===== src/rtl/spi_shift_pkg.sv =====
// Shared constants and FSM state encoding for the SPI shift master.
package spi_shift_pkg;
  localparam int OPCODE_W    = 4;
  localparam int FRAME_W     = 68;
  localparam int RESULT_BITS = 32;

  localparam logic [OPCODE_W-1:0] OP_SHL = 4'b0110;
  localparam logic [OPCODE_W-1:0] OP_SHR = 4'b0111;

  typedef enum logic [2:0] {
    ST_IDLE,
    ST_SELECT,
    ST_SHIFT_OUT,
    ST_GAP,
    ST_SHIFT_IN,
    ST_DESELECT,
    ST_DONE
  } state_t;
endpackage


===== src/rtl/spi_if.sv =====
// Four-wire SPI bus between the shift master and the barrel-shifter slave.
interface spi_if;
  logic sclk;
  logic nss;
  logic mosi;
  logic miso;

  modport MASTER (output sclk, output nss, output mosi, input miso);
  modport SLAVE  (input sclk, input nss, input mosi, output miso);
endinterface


===== src/rtl/spi_sclk_timer.sv =====
// SCLK generator: CLK_DIV system clocks per half-period, low phase first, with
// one-cycle strobes on the clock edges that drive SCLK high and low.
module spi_sclk_timer #(
  parameter int CLK_DIV = 4
) (
  input  logic clock,
  input  logic reset,
  input  logic en_i,
  input  logic stop_i,
  output logic sclk_o,
  output logic rise_strobe_o,
  output logic fall_strobe_o
);
  localparam int CNT_W = (CLK_DIV > 1) ? $clog2(CLK_DIV) : 1;

  logic [CNT_W-1:0] cnt_q, cnt_d;
  logic             sclk_q, sclk_d;
  logic             phase_end;

  // Strobes depend only on en_i and registers so the FSM can use them to pick
  // its next state without forming a combinational loop through stop_i.
  assign phase_end     = en_i && (cnt_q == CNT_W'(CLK_DIV - 1));
  assign rise_strobe_o = phase_end && !sclk_q;
  assign fall_strobe_o = phase_end && sclk_q;
  assign sclk_o        = sclk_q;

  always_comb begin
    cnt_d  = cnt_q;
    sclk_d = sclk_q;
    if (!en_i || stop_i) begin
      cnt_d  = '0;
      sclk_d = 1'b0;
    end else if (phase_end) begin
      cnt_d  = '0;
      sclk_d = !sclk_q;
    end else begin
      cnt_d = cnt_q + CNT_W'(1);
    end
  end

  always_ff @(posedge clock) begin
    if (reset) begin
      cnt_q  <= '0;
      sclk_q <= 1'b0;
    end else begin
      cnt_q  <= cnt_d;
      sclk_q <= sclk_d;
    end
  end
endmodule


===== src/rtl/spi_shift_master.sv =====
// SPI master: sends a 68-bit {opcode, A, B} frame MSB first, waits, reads a 32-bit result.
// Optional abort input / aborted_pulse output when SPI_SHIFT_MASTER_ABORT_EN is defined.
module spi_shift_master
  import spi_shift_pkg::*;
#(
  parameter int CLK_DIV    = 4,
  parameter int GAP_CYCLES = 4,
  parameter int REG_WIDTH  = 32
) (
  input  logic                 clock,
  input  logic                 reset,
  // req: transfer on a rising edge with req_valid && req_ready; ready only in IDLE,
  // payload ignored otherwise. rsp_valid is a one-cycle pulse without back-pressure.
  input  logic                 req_valid,
  output logic                 req_ready,
  input  logic [OPCODE_W-1:0]  req_opcode,
  input  logic [REG_WIDTH-1:0] req_a,
  input  logic [REG_WIDTH-1:0] req_b,
  output logic                 rsp_valid,
  output logic [REG_WIDTH-1:0] rsp_result,
  output logic                 busy,
  output state_t               dbg_state,
`ifdef SPI_SHIFT_MASTER_ABORT_EN
  input  logic                 abort,
  output logic                 aborted_pulse,
`endif
  spi_if.MASTER                spi
);
  localparam int FRAME_BITS = OPCODE_W + 2 * REG_WIDTH;

  state_t                  state_q, state_d;
  logic [FRAME_BITS-1:0]   frame_q;
  logic [REG_WIDTH-1:0]    shift_in_q;
  logic [REG_WIDTH-1:0]    rsp_result_q;
  logic [6:0]              bit_cnt_q;
  logic [15:0]             wait_cnt_q;
  logic                    shifting, timer_stop, rise, fall, abort_now;

`ifdef SPI_SHIFT_MASTER_ABORT_EN
  logic aborted_q;
  assign abort_now     = abort && (state_q != ST_IDLE);
  assign aborted_pulse = aborted_q;
`else
  assign abort_now = 1'b0;
`endif

  assign shifting   = (state_q == ST_SHIFT_OUT) || (state_q == ST_SHIFT_IN);
  // Any state change (end of shifting, abort) parks SCLK low on the same edge.
  assign timer_stop = (state_d != state_q);

  spi_sclk_timer #(.CLK_DIV(CLK_DIV)) u_timer (
    .clock         (clock),
    .reset         (reset),
    .en_i          (shifting),
    .stop_i        (timer_stop),
    .sclk_o        (spi.sclk),
    .rise_strobe_o (rise),
    .fall_strobe_o (fall)
  );

  always_comb begin
    state_d = state_q;
    case (state_q)
      ST_IDLE:      if (req_valid) state_d = ST_SELECT;
      ST_SELECT:    if (wait_cnt_q == 16'(CLK_DIV - 1)) state_d = ST_SHIFT_OUT;
      ST_SHIFT_OUT: if (fall && bit_cnt_q == 7'(FRAME_BITS - 1)) state_d = ST_GAP;
      ST_GAP:       if (wait_cnt_q == 16'(GAP_CYCLES - 1)) state_d = ST_SHIFT_IN;
      ST_SHIFT_IN:  if (fall && bit_cnt_q == 7'(REG_WIDTH - 1)) state_d = ST_DESELECT;
      ST_DESELECT:  if (wait_cnt_q == 16'(CLK_DIV - 1)) state_d = ST_DONE;
      ST_DONE:      state_d = ST_IDLE;
      default:      state_d = ST_IDLE;
    endcase
    if (abort_now) state_d = ST_IDLE;
  end

  always_ff @(posedge clock) begin
    if (reset) begin
      state_q      <= ST_IDLE;
      frame_q      <= '0;
      shift_in_q   <= '0;
      rsp_result_q <= '0;
      bit_cnt_q    <= '0;
      wait_cnt_q   <= '0;
    end else begin
      state_q <= state_d;

      if (state_d != state_q) wait_cnt_q <= '0;
      else if (state_q inside {ST_SELECT, ST_GAP, ST_DESELECT}) wait_cnt_q <= wait_cnt_q + 16'd1;

      if (state_d != state_q) bit_cnt_q <= '0;
      else if (fall) bit_cnt_q <= bit_cnt_q + 7'd1;

      if (state_q == ST_IDLE && req_valid) frame_q <= {req_opcode, req_a, req_b};
      else if (state_q == ST_SHIFT_OUT && fall) frame_q <= frame_q << 1;

      // Result arrives MSB first; capture on the edge that raises SCLK.
      if (state_q == ST_SHIFT_IN && rise) shift_in_q <= {shift_in_q[REG_WIDTH-2:0], spi.miso};

      if (state_q == ST_DESELECT && state_d == ST_DONE) rsp_result_q <= shift_in_q;
    end
  end

`ifdef SPI_SHIFT_MASTER_ABORT_EN
  always_ff @(posedge clock) begin
    if (reset) aborted_q <= 1'b0;
    else       aborted_q <= abort_now;
  end
`endif

  assign req_ready  = (state_q == ST_IDLE);
  assign busy       = (state_q != ST_IDLE);
  assign rsp_valid  = (state_q == ST_DONE);
  assign rsp_result = rsp_result_q;
  assign dbg_state  = state_q;
  assign spi.nss    = !(state_q inside {ST_SELECT, ST_SHIFT_OUT, ST_GAP, ST_SHIFT_IN});
  assign spi.mosi   = (state_q == ST_SHIFT_OUT) && frame_q[FRAME_BITS-1];
endmodule


===== src/flat_wrapper.sv =====
// flat-port wrapper written by rule: the top's interface ports become plain ports
module spi_shift_master_flat import spi_shift_pkg::*;
#(
  parameter int CLK_DIV    = 4,
  parameter int GAP_CYCLES = 4,
  parameter int REG_WIDTH  = 32
)
  (clock, reset, req_valid, req_ready, req_opcode, req_a, req_b, rsp_valid, rsp_result, busy, dbg_state, spi_sclk, spi_nss, spi_mosi, spi_miso);
  spi_if spi_i ();
  input  logic clock;
  input  logic reset;
  input  logic req_valid;
  output logic req_ready;
  input  logic [OPCODE_W-1:0] req_opcode;
  input  logic [REG_WIDTH-1:0] req_a;
  input  logic [REG_WIDTH-1:0] req_b;
  output logic rsp_valid;
  output logic [REG_WIDTH-1:0] rsp_result;
  output logic busy;
  output state_t dbg_state;
  output wire logic [$bits(spi_i.sclk)-1:0] spi_sclk;
  output wire logic [$bits(spi_i.nss)-1:0] spi_nss;
  output wire logic [$bits(spi_i.mosi)-1:0] spi_mosi;
  input wire logic [$bits(spi_i.miso)-1:0] spi_miso;
  assign spi_sclk = spi_i.sclk;
  assign spi_nss = spi_i.nss;
  assign spi_mosi = spi_i.mosi;
  assign spi_i.miso = spi_miso;
  spi_shift_master #(.CLK_DIV(CLK_DIV), .GAP_CYCLES(GAP_CYCLES), .REG_WIDTH(REG_WIDTH)) u_core (.clock(clock), .reset(reset), .req_valid(req_valid), .req_ready(req_ready), .req_opcode(req_opcode), .req_a(req_a), .req_b(req_b), .rsp_valid(rsp_valid), .rsp_result(rsp_result), .busy(busy), .dbg_state(dbg_state), .spi(spi_i));
endmodule

===== config.mk =====
export PLATFORM = sky130hd
export DESIGN_NAME = spi_shift_master_flat
export DESIGN_NICKNAME = d
export VERILOG_FILES = /design/src/rtl/spi_shift_pkg.sv /design/src/rtl/spi_if.sv /design/src/rtl/spi_sclk_timer.sv /design/src/rtl/spi_shift_master.sv /design/src/flat_wrapper.sv
export SDC_FILE = /design/constraint.sdc
export NUM_CORES = 1
export LEC_CHECK = 0
export CAP_MARGIN = 20
export CORE_AREA = 2 2 106 160
export CTS_BUF_LIST = sky130_fd_sc_hd__clkbuf_16
export CTS_CLUSTER_DIAMETER = 80
export DETAILED_ROUTE_END_ITERATION = 10
export DIE_AREA = 0 0 108 162
export SLEW_MARGIN = 20
export SYNTH_ARGS = -nofsm -noshare
export SYNTH_HDL_FRONTEND = slang
export SYNTH_SLANG_ARGS = --single-unit

===== constraint.sdc =====
create_clock -name clock -period 2.5 [get_ports clock]
set_input_delay 0.5 -clock clock [delete_from_list [all_inputs] [get_ports clock]]
set_output_delay 0.5 -clock clock [all_outputs]
set_load 0.01 [all_outputs]

# Word-level counts from Yosys, hierarchy flattened
# Index checks and enable logic that the tools add are counted.
dict set report op_classes {
  order_cmp 0
  shift 0
  div_mod_pow 0
  n_eq_ne 12
  multipliers 0
  n_addsub 3
  reduce_logical 23
  mux 9
  bitwise_logic 0
}
# cell n
set op_table {}
lappend op_table {{68-bit two-way mux} 2}
lappend op_table {{3-bit two-way mux} 6}
lappend op_table {{3-bit case mux with 6 select lines} 1}
lappend op_table {{16-bit by 1-bit adder with 16-bit output (second input constant)} 1}
lappend op_table {{16-bit by 2-bit equality test with 1-bit output (second input constant)} 1}
lappend op_table {{3-bit equality test (second input constant)} 4}
lappend op_table {{1-bit logical AND} 10}
lappend op_table {{7-bit by 1-bit adder with 7-bit output (second input constant)} 1}
lappend op_table {{7-bit by 5-bit equality test with 1-bit output (second input constant)} 1}
lappend op_table {{7-bit equality test (second input constant)} 1}
lappend op_table {{3-bit by 2-bit equality test with 1-bit output (second input constant)} 2}
lappend op_table {{3-bit nonzero test} 2}
lappend op_table {{4-bit nonzero test} 1}
lappend op_table {{2-bit OR reduction} 2}
lappend op_table {{3-bit by 1-bit equality test with 1-bit output (second input constant)} 1}
lappend op_table {{1-bit zero test} 3}
lappend op_table {{3-bit zero test} 1}
lappend op_table {{3-bit != test} 1}
lappend op_table {{3-bit OR reduction} 1}
lappend op_table {{2-bit by 1-bit adder with 2-bit output (second input constant)} 1}
lappend op_table {{2-bit equality test (second input constant)} 1}
lappend op_table {{1-bit logical OR} 2}
lappend op_table {{2-bit nonzero test} 1}
dict set report totals {
  out_inout_bits 41
  regBits 161
  inputBits 72
  romBits 0
  memories 0
  wordCells 55
  latchBits 0
  ram_bits 0
}

# Depth between registers and ports, before layout
dict set report logic_depth {
  word_depth 10
  depth_mapped 11
  mapped_depth_nobuf 7
}

# Modules after synthesis
# Synthesis repeated with hierarchy kept, for this count alone.
dict set report hier_totals {
  cells_unflattened 753
  area_unflattened_um2 6466.2
}
# mod cells_each area_each_um2 seq_area_each_um2 instances
set by_module_without_submodules {}
lappend by_module_without_submodules {spi_shift_master 741 6339.8 3163.0 1}
lappend by_module_without_submodules {spi_sclk_timer 12 126.4 60.1 1}

# Worst setup path after synthesis
# OpenSTA, ideal clock, no wires.
dict set report synth_path {
  kind {reg2reg}
  startpoint {register u_core.state_q[1] (netlist: u_core.dbg_state[1])}
  endpoint {register u_core.frame_q[50]}
  stages_incl_launch_ff 11
  path_buffers 4
  t_required_ns 2.368
  synth_period_minus_slack_ns 1.727
  slack_ns 0.773
  setup_ns 0.132
  arrival_time_ns 1.594
  cell_sequence {dfxtp_1 -> buf_2 -> nor2_2 -> nand2_2 -> inv_2 -> and2_1 -> buf_6 -> buf_4 -> buf_2 -> a22oi_1 -> a21oi_1}
}
dict set report synth_between {
  word_cells_on_any_way 10
  classes_between {eq/ne (2); mux (1); reduce/logical (7)}
}
# item line_no
set synth_rtl {}
lappend synth_rtl {{from (decl)} spi_shift_master.sv:31} ;# state_t state_q, state_d;
lappend synth_rtl {{from (signal assigned)} spi_shift_master.sv:85} ;# state_q <= state_d;
lappend synth_rtl {{3-bit zero test (*)} -}
lappend synth_rtl {{net req_ready} flat_wrapper.sv:13} ;# output logic req_ready;
lappend synth_rtl {{1-bit logical AND (*)} spi_shift_master.sv:93} ;# if (state_q == ST_IDLE && req_valid) frame_q <= {req_opcode, req_a, req_b};
lappend synth_rtl {{68-bit two-way mux / 2-bit nonzero test (equally long branches)} -}
lappend synth_rtl {{to (signal assigned)} spi_shift_master.sv:93}
lappend synth_rtl {{to (signal assigned)} spi_shift_master.sv:94} ;# else if (state_q == ST_SHIFT_OUT && fall) frame_q <= frame_q << 1;
lappend synth_rtl {{to (decl)} spi_shift_master.sv:32} ;# logic [FRAME_BITS-1:0] frame_q;
# The timed path passes the listed nets; every way through them passes the cells marked *.
# A chain may end at the register's enable or synchronous reset.

# Worst setup path in the final report
dict set report layout_path {
  startpoint {register u_core.state_q[2] (netlist: u_core.dbg_state[2])}
  endpoint {output port spi_mosi}
}
dict set report layout_between {
  elab_chain_len 2
}
# item line_no
set layout_lines {}
lappend layout_lines {{3-bit by 2-bit equality test with 1-bit output} spi_shift_master.sv:116} ;# assign spi.mosi = (state_q == ST_SHIFT_OUT) && frame_q[FRAME_BITS-1];
lappend layout_lines {{1-bit logical AND} spi_shift_master.sv:116}
lappend layout_lines {{to (decl)} flat_wrapper.sv:23} ;# output wire logic [$bits(spi_i.mosi)-1:0] spi_mosi;
# No other way between the ends.

==> flow_summary.ini <==
[status]
outcome = complete, no violations

[setup_path]
crit_family = buffers and inverters
path_class = reg -> out
r2r_start = u_core.wait_cnt_q[0]
cp.arrival_ns = 1.83
path_depth = 4
critPathCaptureType = output port
critPathLaunchType = flop
crit_required_ns = 2.00
cp_slowest_cell = clkdlybuf4s50_1
critPathBufInv = 2
cp_cell_sequence = buf_4 > nor2b_1 > and3_1 > clkdlybuf4s50_1
worstSetupStartpoint = u_core.dbg_state[2]
cp_max_fo = 5
worst_r2r_path_depth = 7
slowest_delay_ns = 0.55

[place]
io_buffers = 112
hpwl_mm = 9.86
placed_area_um2 = 7580
place_congestion = 0.817

[synth]
synth_cell_type_count = 49
synth_cells = 762
synthMuxAreaShare_pct = 0.335
avgSynthCellArea_um2 = 8.33
synthesis.area_um2 = 6350
synth_edf_count = 0
synth_xor_area_share_pct = 2.76
synthFlopType = dfxtp_1
ys_seq_area_share_pct = 50.8
yosys.area_share.simple_pct = 21.5
synth.net_count = 837
synth_fa_ha_area_share_pct = 0.591
ys_seq_elements = 161
async_reset_ff_share_pct = 0
ys_warn_count = 0
synth_compound_area_share_pct = 19.4
synth_top_family_by_area = simple AND/OR/NAND/NOR gates

[clock_network]
cts.sinks = 161
clkTransAtPathRegs_ns = 0.07
cts_resized = 0
cts_tree = done
cts-root-buf = clkbuf_16
insertion_delay_ns = 0.42
hold_buffers = 0
clk_path_buf_depth = 2
cts_made_buffers = 17
post_cts_buffers = 0
htreeDepth = 4

[min_path]
worstHoldStart = reset
hold_path_depth = 3
hold_path.class = in -> reg

[timing]
finalSetupViolCount = 0
worst_pin_slew_ns = 0.730
fmax_ghz = 0.429
fin_setup_tns_ns = 0
drv_slew = 0
final-hold-violation-count = 0
fin_crit_sh_pct = 93.2
fin_hold_ws_ns = 0.400
post-route-min-period_ns = 2.33
slew_headroom_pct = 51.3
rsz0062_at_grt = false
skew_ns = 0.0134

[floorplanning]
io_pins = 113
start_util_pct = 39.5
design.die.area_um2 = 17500
core_um2 = 16000
die_x_um = 108
placementRows = 57
die_h_um = 162

[cells_and_area]
final_layout_size_suffix_gt1_share_pct = 7.05
fin_util_pct = 51.0
stdcell_area_um2 = 8180
antennaDiodeCount = 0
synthToLayoutAreaGrowth_pct = 28.9
num-fill-cells = 1540
layout.nets = 927

[grt]
antenna_found_initial = 0
grt_overflow = 0
grt_usage_pct = 17.2
grt_pass1_vias = 5244
grt_max_degree = 72
grt_pass1_wl_mm = 24.4

[drt]
vias_per_cell = 5.17
drt_iter0_drc = 241
antenna_left = 0
wl_mm = 14.8
wl_per_cell_um = 13.9
drt_first_pass_iters = 5
via_count = 5537
drcViolationCount = 0

[power]
p_leak_nw = 2.77
powerDensity_nw_per_um2 = 697
vdd_ir_drop_max_mv = 0.370

[job]
drv_cap = 0
==> metrics by stage <==
| step | setup slack (ns) | cells | power [mW] |
|---|---|---|---|
| final | 0.169 | 1071 | 5.70 |
| after detailed placement | 0.216 | 1039 | 3.13 |
| after CTS | 0.155 | 1071 | 5.76 |
| after global placement | 0.00308 | 1038 | 3.11 |
| after global routing | 0.0912 | 1071 | 5.91 |
| after floorplan | 0.773 | 762 | 2.95 |
==> cells by family after synthesis <==
family	after synthesis
and+or+nand+nor	314
AOI/OAI and AO/OA	202
DFF	161
buffers and inverters	60
xor gates and xnor gates	20
adders and majority gates	3
muxes	2
==> worst paths after layout <==
check                           slack (ns)                 endpoint
worst min register to register        0.44  u_core.u_timer.cnt_q[0]
worst min-delay path                  0.40      u_core.dbg_state[0]
worst max register to register        0.40    u_core.rsp_result[16]
worst max-delay path                  0.17                 spi_mosi
==> worst reg2reg max path, cell delays in order, from the launching register on <==
cell and delay, ns:
dfxtp_1 0.41, ha_1 0.25, nor4b_1 0.23, and4_1 0.37
and3_1 0.19, buf_4 0.32, nand2_1 0.12, a21oi_1 0.15
==> area by class of cell <==
class | count | area, um^2 | share of cell area (%)
multi-input combinational | 541 | 2830 | 34.6
inverter | 5 | 18.8 | 0.229
sequential | 161 | 3220 | 39.4
timing repair buffer | 126 | 1250 | 15.3
clock inverter | 15 | 174 | 2.13
tap | 206 | 258 | 3.15
clock buffer | 17 | 425 | 5.20
==> cells in the mapped netlist, drive strengths merged, types with 4 or more instances <==
cell type / instances / area share [%]
a22oi: 58 / 6.9
buf: 27 / 2.7
nand4: 9 / 1.1
and4: 4 / 0.55
nand3: 7 / 0.55
inv: 5 / 0.30
dfxtp: 161 / 51
nor2: 45 / 2.8
nor3: 7 / 0.63
and3: 4 / 0.39
nand2: 214 / 13
nand2b: 4 / 0.51
nor4: 9 / 0.99
clkbuf: 28 / 1.7
a21oi: 126 / 9.9
xnor2: 13 / 1.8
a311oi: 5 / 0.69
xor2: 7 / 0.97
==> flip-flops by register name, summed over array words and instances, names as in the netlist <==
| register | count |
|---|---|
| u_core.u_timer.cnt_q | 2 |
| u_core.shift_in_q | 32 |
| u_core.wait_cnt_q | 16 |
| u_core.bit_cnt_q | 7 |
| u_core.dbg_state | 3 |
| u_core.u_timer.sclk_o | 1 |
| u_core.rsp_result | 32 |
| u_core.frame_q | 68 |
==> metal layers <==
metal	track usage (%)	wire [um]
met2	29.7	7660
met5	0	0
met3	3.61	554
met1	20.9	6380
met4	6.47	259
==> cells in the final DEF (no fill, tap or decap), types with 3 or more instances in the layout <==
cell               n
buf_4             13
and3_1             3
inv_1              5
nand4_1            8
xor2_1             7
clkbuf_16         17
nand2b_1           3
nor3_1             6
ha_1               3
a311oi_1           5
xnor2_1           13
clkdlybuf4s50_1  111
inv_6              4
nand2_1          213
and4_1             4
o21a_1             3
a21oi_1          126
nor4_1             8
nand3_1            7
nor2_1            43
a22oi_1           58
clkinv_4           3
dfxtp_1          161
inv_8              3
==> power by group <==
group	switching [mW]	total, mW	internal [mW]
combinational	0.198	0.391	0.193
clock	1.12	2.63	1.50
sequential	0.0410	2.68	2.64
No activity file was read; power rests on OpenSTA's default activity.
